===== src/rtl/alu_pkg.sv =====
// Shared types for the ALU sequencing stage.
//   alu_op_e    : ALU control encoding (ADD/SUB/AND/OR)
//   seq_state_e : sequencer FSM states
//   instr_t     : 8-bit register-to-register instruction layout
package alu_pkg;

  localparam int unsigned DATA_W = 8;
  localparam int unsigned NREGS  = 4;

  typedef enum logic [1:0] {
    ADD = 2'b00,
    SUB = 2'b01,
    AND = 2'b10,
    OR  = 2'b11
  } alu_op_e;

  typedef enum logic {
    IDLE = 1'b0,
    EXEC = 1'b1
  } seq_state_e;

  typedef struct packed {
    alu_op_e    op;
    logic [1:0] rd;
    logic [1:0] rs1;
    logic [1:0] rs2;
  } instr_t;

endpackage


===== src/rtl/alu_regfile.sv =====
// Register file for the ALU sequencer.
//   clk, rst            : clock, synchronous active-high reset (clears all entries)
//   we_i/waddr_i/wdata_i: single synchronous write port
//   raddr_a_i/rdata_a_o : combinational read port A (rs1)
//   raddr_b_i/rdata_b_o : combinational read port B (rs2)
//   dbg_addr_i/dbg_data_o: combinational debug read port
module alu_regfile #(
  parameter int unsigned DATA_W = 8,
  parameter int unsigned NREGS  = 4
) (
  input  logic              clk,
  input  logic              rst,
  input  logic              we_i,
  input  logic [1:0]        waddr_i,
  input  logic [DATA_W-1:0] wdata_i,
  input  logic [1:0]        raddr_a_i,
  output logic [DATA_W-1:0] rdata_a_o,
  input  logic [1:0]        raddr_b_i,
  output logic [DATA_W-1:0] rdata_b_o,
  input  logic [1:0]        dbg_addr_i,
  output logic [DATA_W-1:0] dbg_data_o
);

  logic [DATA_W-1:0] regs_q [NREGS];

  always_ff @(posedge clk) begin
    if (rst) begin
      for (int unsigned i = 0; i < NREGS; i++) begin
        regs_q[i] <= '0;
      end
    end else if (we_i) begin
      regs_q[waddr_i] <= wdata_i;
    end
  end

  assign rdata_a_o  = regs_q[raddr_a_i];
  assign rdata_b_o  = regs_q[raddr_b_i];
  assign dbg_data_o = regs_q[dbg_addr_i];

endmodule


===== src/rtl/alu_seq_ctrl.sv =====
// Sequencer feeding an external 8-bit two-operand ALU.
//   clk, rst                 : clock, synchronous active-high reset
//   instr_valid/instr_ready  : instruction handshake, instr = {op, rd, rs1, rs2}
//   ld_valid/ld_addr/ld_data : direct register load (IDLE only, beats instructions)
//   alu_a/alu_b/alu_ctrl     : registered operands/control to the ALU
//   alu_result/zero/overflow : combinational ALU outputs, consumed in EXEC
//   done_*                   : one-cycle completion pulse plus held rd/data
//   flag_zero/flag_ovf       : flags of the last completed instruction
//   ovf_sticky/clr_sticky    : accumulated overflow and its clear
//   busy                     : high while in EXEC
//   dbg_addr/dbg_data        : combinational register file peek
module alu_seq_ctrl #(
  parameter int unsigned DATA_W = 8,
  parameter int unsigned NREGS  = 4
) (
  input  logic              clk,
  input  logic              rst,
  input  logic              instr_valid,
  output logic              instr_ready,
  input  logic [7:0]        instr,
  input  logic              ld_valid,
  input  logic [1:0]        ld_addr,
  input  logic [DATA_W-1:0] ld_data,
  output logic [DATA_W-1:0] alu_a,
  output logic [DATA_W-1:0] alu_b,
  output logic [1:0]        alu_ctrl,
  input  logic [DATA_W-1:0] alu_result,
  input  logic              alu_zero,
  input  logic              alu_overflow,
  output logic              done_valid,
  output logic [1:0]        done_rd,
  output logic [DATA_W-1:0] done_data,
  output logic              flag_zero,
  output logic              flag_ovf,
  output logic              ovf_sticky,
  input  logic              clr_sticky,
  output logic              busy,
  input  logic [1:0]        dbg_addr,
  output logic [DATA_W-1:0] dbg_data
);

  import alu_pkg::*;

  instr_t            instr_s;
  seq_state_e        state_q, state_d;
  logic              accept;
  logic [1:0]        rd_q;
  logic [DATA_W-1:0] rs1_data, rs2_data;
  logic              rf_we;
  logic [1:0]        rf_waddr;
  logic [DATA_W-1:0] rf_wdata;

  logic [DATA_W-1:0] alu_a_q, alu_b_q, done_data_q;
  alu_op_e           alu_ctrl_q;
  logic [1:0]        done_rd_q;
  logic              done_valid_q, flag_zero_q, flag_ovf_q, ovf_sticky_q;

  assign instr_s = instr_t'(instr);

  alu_regfile #(
    .DATA_W(DATA_W),
    .NREGS (NREGS)
  ) u_regfile (
    .clk       (clk),
    .rst       (rst),
    .we_i      (rf_we),
    .waddr_i   (rf_waddr),
    .wdata_i   (rf_wdata),
    .raddr_a_i (instr_s.rs1),
    .rdata_a_o (rs1_data),
    .raddr_b_i (instr_s.rs2),
    .rdata_b_o (rs2_data),
    .dbg_addr_i(dbg_addr),
    .dbg_data_o(dbg_data)
  );

  // Write port is shared: EXEC write-back, otherwise an IDLE load.
  // A pending load wins over an instruction by holding instr_ready low.
  always_comb begin
    state_d     = state_q;
    instr_ready = 1'b0;
    rf_we       = 1'b0;
    rf_waddr    = ld_addr;
    rf_wdata    = ld_data;
    unique case (state_q)
      IDLE: begin
        instr_ready = ~ld_valid & ~rst;
        if (ld_valid) begin
          rf_we = 1'b1;
        end else if (instr_valid && !rst) begin
          state_d = EXEC;
        end
      end
      EXEC: begin
        rf_we    = 1'b1;
        rf_waddr = rd_q;
        rf_wdata = alu_result;
        state_d  = IDLE;
      end
      default: state_d = IDLE;
    endcase
  end

  assign accept = instr_ready & instr_valid;

  always_ff @(posedge clk) begin
    if (rst) begin
      state_q <= IDLE;
    end else begin
      state_q <= state_d;
    end
  end

  always_ff @(posedge clk) begin
    if (rst) begin
      alu_a_q      <= '0;
      alu_b_q      <= '0;
      alu_ctrl_q   <= ADD;
      rd_q         <= '0;
      done_valid_q <= 1'b0;
      done_rd_q    <= '0;
      done_data_q  <= '0;
      flag_zero_q  <= 1'b0;
      flag_ovf_q   <= 1'b0;
      ovf_sticky_q <= 1'b0;
    end else begin
      done_valid_q <= (state_q == EXEC);
      if (accept) begin
        alu_a_q    <= rs1_data;
        alu_b_q    <= rs2_data;
        alu_ctrl_q <= instr_s.op;
        rd_q       <= instr_s.rd;
      end
      if (state_q == EXEC) begin
        done_rd_q   <= rd_q;
        done_data_q <= alu_result;
        flag_zero_q <= alu_zero;
        flag_ovf_q  <= alu_overflow;
      end
      // A completing overflow outranks a same-cycle clear.
      if ((state_q == EXEC) && alu_overflow) begin
        ovf_sticky_q <= 1'b1;
      end else if (clr_sticky) begin
        ovf_sticky_q <= 1'b0;
      end
    end
  end

  assign alu_a      = alu_a_q;
  assign alu_b      = alu_b_q;
  assign alu_ctrl   = alu_ctrl_q;
  assign done_valid = done_valid_q;
  assign done_rd    = done_rd_q;
  assign done_data  = done_data_q;
  assign flag_zero  = flag_zero_q;
  assign flag_ovf   = flag_ovf_q;
  assign ovf_sticky = ovf_sticky_q;
  assign busy       = (state_q == EXEC);

endmodule


===== config.mk =====
export PLATFORM = sky130hd
export DESIGN_NAME = alu_seq_ctrl
export DESIGN_NICKNAME = d
export VERILOG_FILES = /design/src/rtl/alu_pkg.sv /design/src/rtl/alu_regfile.sv /design/src/rtl/alu_seq_ctrl.sv
export SDC_FILE = /design/constraint.sdc
export NUM_CORES = 1
export LEC_CHECK = 0
export CAP_MARGIN = 20
export CORE_MARGIN = 3
export CORE_UTILIZATION = 54
export CTS_BUF_LIST = sky130_fd_sc_hd__clkbuf_4 sky130_fd_sc_hd__clkbuf_8 sky130_fd_sc_hd__clkbuf_16
export DETAILED_ROUTE_END_ITERATION = 10
export PLACE_DENSITY = 0.85
export SYNTH_ARGS = -nofsm -noshare
export SYNTH_HDL_FRONTEND = slang
export SYNTH_HIERARCHICAL = 1
export SYNTH_SLANG_ARGS = --single-unit

===== constraint.sdc =====
create_clock -name clk -period 5.85 [get_ports clk]
set_input_delay 0.8775 -clock clk [delete_from_list [all_inputs] [get_ports clk]]
set_output_delay 0.8775 -clock clk [all_outputs]
set_load 0.1 [all_outputs]

### After elaboration in Yosys (flattened, before gate mapping)

Memories as Yosys holds them, arrays and structs flattened. A register that Yosys moved wholly into a read port is not among the register bits.
Cells that the tools add are included.

| cells by class | value |
|---|---|
| muxes and demuxes | 18 |
| bitwise operators | 5 |
| reductions and logical operators | 5 |

Operator list:

| cell | number |
|---|---|
| two-way mux 8 bit | 2 |
| two-way mux 1 bit | 12 |
| OR reduction 8 bit | 1 |
| two-way mux 2 bit | 2 |
| one-hot mux 1 bit (2 select lines) | 2 |
| NOT 1 bit | 3 |
| AND 1 bit | 2 |
| logical AND 1 bit | 2 |
| nonzero test 2 bit | 1 |
| zero test 1 bit | 1 |

| storage, ports and cells | value |
|---|---|
| flip-flop bits (word level) | 19 |
| RAM bits | 32 |
| input port bits | 35 |
| output and inout bits | 42 |
| memories kept | 1 |

Memories:

| name | words | width | rd ports | clocked after memory_dff | wr ports | RTL line | source |
|---|---|---|---|---|---|---|---|
| u_regfile.regs_q | 4 | 8 | 3 | 2 | 4 | alu_regfile.sv:24 | `logic [DATA_W-1:0] regs_q [NREGS];` |

### Logic depth before layout (Yosys ltp)

| logic depth | value |
|---|---|
| depth after elaboration | 7 |
| mapped depth | 6 |
| mapped depth without buffers | 4 |

### By module

Netlist, hierarchy kept.

By module, submodules not included:

| module | instances | cells an instance | area an instance (um^2) | seq. area each (um^2) |
|---|---|---|---|---|
| alu_regfile | 1 | 104 | 1,868.0 | 960.9 |
| alu_seq_ctrl | 1 | 169 | 1,544.0 | 700.7 |

### Worst setup path after synthesis

OpenSTA, ideal clock, no wires.

| path | value |
|---|---|
| path type | register to output |
| start | register state_q, in the netlist busy |
| end | output instr_ready |
| arrival time | 2.653 ns |
| path slack | 2.320 ns |
| cell stages (with the launch flop) | 5 |
| path buffers | 2 |
| cell sequence | dfxtp_1 > buf_6 > buf_2 > or2_1 > nor2_1 |

| on the way | value |
|---|---|
| cells in the longest elaborated chain, start to end | 1 |

Ends and longest elaborated chain:

| item | RTL line | source |
|---|---|---|
| start, declared | alu_seq_ctrl.sv:45 | `seq_state_e state_q, state_d;` |
| start signal, assigned | alu_seq_ctrl.sv:110 | `state_q <= state_d;` |
| two-way mux 1 bit | alu_seq_ctrl.sv:85 | `unique case (state_q)` |
| end, declared | alu_seq_ctrl.sv:19 | `output logic instr_ready,` |

Every way passes these cells.

### Final worst setup path

| path | value |
|---|---|
| start | input dbg_addr[0] |
| end | output dbg_data[2] |

| on the way | value |
|---|---|
| cells in the longest elaborated chain, start to end | 1 |

Ends and longest elaborated chain:

| item | RTL line | source |
|---|---|---|
| start, declared | alu_seq_ctrl.sv:38 | `input logic [1:0] dbg_addr,` |
| memory read (4 x 8 bit) | -- |  |
| end, declared | alu_seq_ctrl.sv:39 | `output logic [DATA_W-1:0] dbg_data` |

Every way passes these cells.

==> results.toml <==
[run_status]
outcome = "finished, final reports clean"

[clock_tree]
clock-sinks = 67
root_buffer = "clkbuf_8"
clk-insertion-delay-late_ns = 0.34
cts_buffers = 9
postCtsHoldBufs = 0
htree_levels = 3
tritoncts = "yes"
cts_resized = 0
clkTransAtPathRegs_ns = 0.07
clk_path_buf_depth = 2
postCtsSetupBuffers = 0

[yosys]
avgSynthCellArea_um2 = 12.5
synth_top_area_frac = 0.282
yosys.area_share.simple = 0.203
synth_most_common_cell = "nand2b_1"
synth_compound_area_frac = 0.0418
synth-main-ff-cell = "dfxtp_1"
synth_largest_area_cell = "edfxtp_1"
yosys_warnings = 6
synth_top_family_by_area = "multiplexers"
synth_xor_area_frac = 0
syn_inst = 273
synthMuxAreaShare = 0.220
netlist_area_um2 = 3410
seq_area_frac_synth = 0.487
yosys-top-cells-area = "edfxtp_1 28%, dfxtp_1 21%, mux4_2 16%"
async_flop_share = 0
synth-edff-count = 32
synth-adder-area-share = 0
ys_top_cells_by_count = "53 x nand2b_1, 35 x dfxtp_1, 32 x edfxtp_1"
synth-seq-cells = 67
synth_nets = 308
netlist-cell-type-count = 24

[placement]
dpl-instance-area_um2 = 4150
dp_cells = 408
hpwl_um = 5070
pre_cts_ws_ns = 1.65
io_buffer_count = 76
place.gp.congestion = 0.847

[final_layout]
fin_cells = 424
area_delta_synth_final_pct = 28.3
fillers = 434
nNetsFinal = 379
finalInstanceArea_um2 = 4380
diodes = 0
layout-drive-gt1-share = 0.163
final_util = 0.727

[sta]
hold_viol = 0
fin_skew_ns = 0.00568
relSlewSlack = 0.318
finalCritPeriodShare = 0.710
fin_ws_ns = 1.70
timing.fmax_mhz = 241
slew_violations = 0
rsz0062_at_grt = "false"
min_period_ns = 4.15
fin_tns_setup_ns = 0
worstMarginPinSlew_ns = 1.02
holdWs_ns = 0.475
setup_viol = 0

[grt]
use_met2 = 0.320
globalRouteMet3Util = 0.0519
antenna_found_initial = 0
top_usage_layer = "met2"
grt_max_degree = 65
met1_usage = 0.267
overflow = 0
grt_pass1_wl_um = 11400
grt_usage = 0.201
grt_pass1_vias = 2356

[critical_path]
path_cells = "clkdlybuf4s50_1, mux4_2, clkdlybuf4s50_1"
slowest_delay_ns = 0.98
cp.required_ns = 4.97
path_max_fanout = 8
crit_slowest_cell = "clkdlybuf4s50_1"
critical_path_arrival_ns = 3.28
path_common_cell = "clkdlybuf4s50_1"
cp-start-kind = "input port"
endpoint_kind = "output pin"
crit_type = "in -> out"

[pwr]
power.leakage_nw = 1.57
power_mw = 1.25
power-per-cell-area_nw_per_um2 = 285
peakVddDrop_uv = 173

[drt]
vias_per_cell = 5.34
drc = 0
wl_per_cell_um = 16.5
dr.first_iter.drc_count = 118
wl_um = 6990
ant_nets = 0
vias = 2263
drt_pass1_iterations = 6

[floorplanning]
die_y_um = 85.5
num_rows = 28
die_width_um = 85.5
coreArea_um2 = 6030
design.die.area_um2 = 7310
ios = 77
start_util = 0.566

[hold_path]
hp-class = "reg -> reg"

[run]
maxCapViolCount = 0
==> sequential cells by signal, summed over array words and instances, names as in the netlist <==
signal            count
u_regfile/regs_q     32
alu_a                 8
alu_b                 8
done_data             8
alu_ctrl              2
done_rd               2
rd_q                  2
busy                  1
done_valid            1
flag_ovf              1
flag_zero             1
ovf_sticky            1
==> cells in the final DEF (no fill, tap or decap), drive strengths merged, types with 3 or more instances in the layout <==
cell type      Yosys  final
dfxtp             35     35
clkdlybuf4s50      0     75
nand2             11     11
nand2b            53     53
and2              32     32
inv               11     12
clkbuf             7     10
buf               11      3
mux4              24     24
edfxtp            32     32
mux2i             21     21
o21ai             10     10
a21oi             12     12
==> logic make-up (layout without fill, tap and decap cells) <==
family / count (synthesis) / after routing
buffers and inverters: 29 / 105
flip-flops: 67 / 67
AND/OR/NAND/NOR: 106 / 106
multiplexers: 45 / 45
AO/OA/AOI/OAI: 26 / 26
==> power by group <==
part | internal (mW) | switching, mW
Combinational | 0.0995 | 0.177
Clock | 0.252 | 0.180
Sequential | 0.519 | 0.0192
==> final timing paths <==
kind | from | endpoint | slack, ns | depth (start not counted)
max | dbg_addr[0] | dbg_data[2] | 1.70 | 3
min | done_data[6]$_SDFFE_PP0P_ | done_data[6]$_SDFFE_PP0P_ | 0.48 | 2
max reg2reg | busy$_SDFF_PP0_ | u_regfile/regs_q[0][5]$_SDFFCE_PN0P_ | 2.95 | 3
min reg2reg | done_data[6]$_SDFFE_PP0P_ | done_data[6]$_SDFFE_PP0P_ | 0.48 | 2
==> worst max-delay path, delay by kind of cell <==
| kind | cells | cell delay [ns] |
|---|---|---|
| buf+inv | 2 | 1.80 |
| mux | 1 | 0.59 |
==> layout make-up <==
| type | instances | area (um2) | share of cell area |
|---|---|---|---|
| clock buffer | 10 | 138 | 0.0314 |
| clock inverter | 6 | 87.6 | 0.0200 |
| inverter | 11 | 41.3 | 0.00943 |
| multi-input combinational | 177 | 1590 | 0.362 |
| sequential | 67 | 1660 | 0.379 |
| tap | 75 | 93.8 | 0.0214 |
| timing repair buffer | 78 | 771 | 0.176 |
==> per-layer routing <==
layer  vias up  part of all wire
met4         0            0.0090
met3         6             0.074
li1       1101                 -
met5         -                 0
met1      1061              0.44
met2        95              0.48
Note: power is estimated with default switching activity, not from simulation.
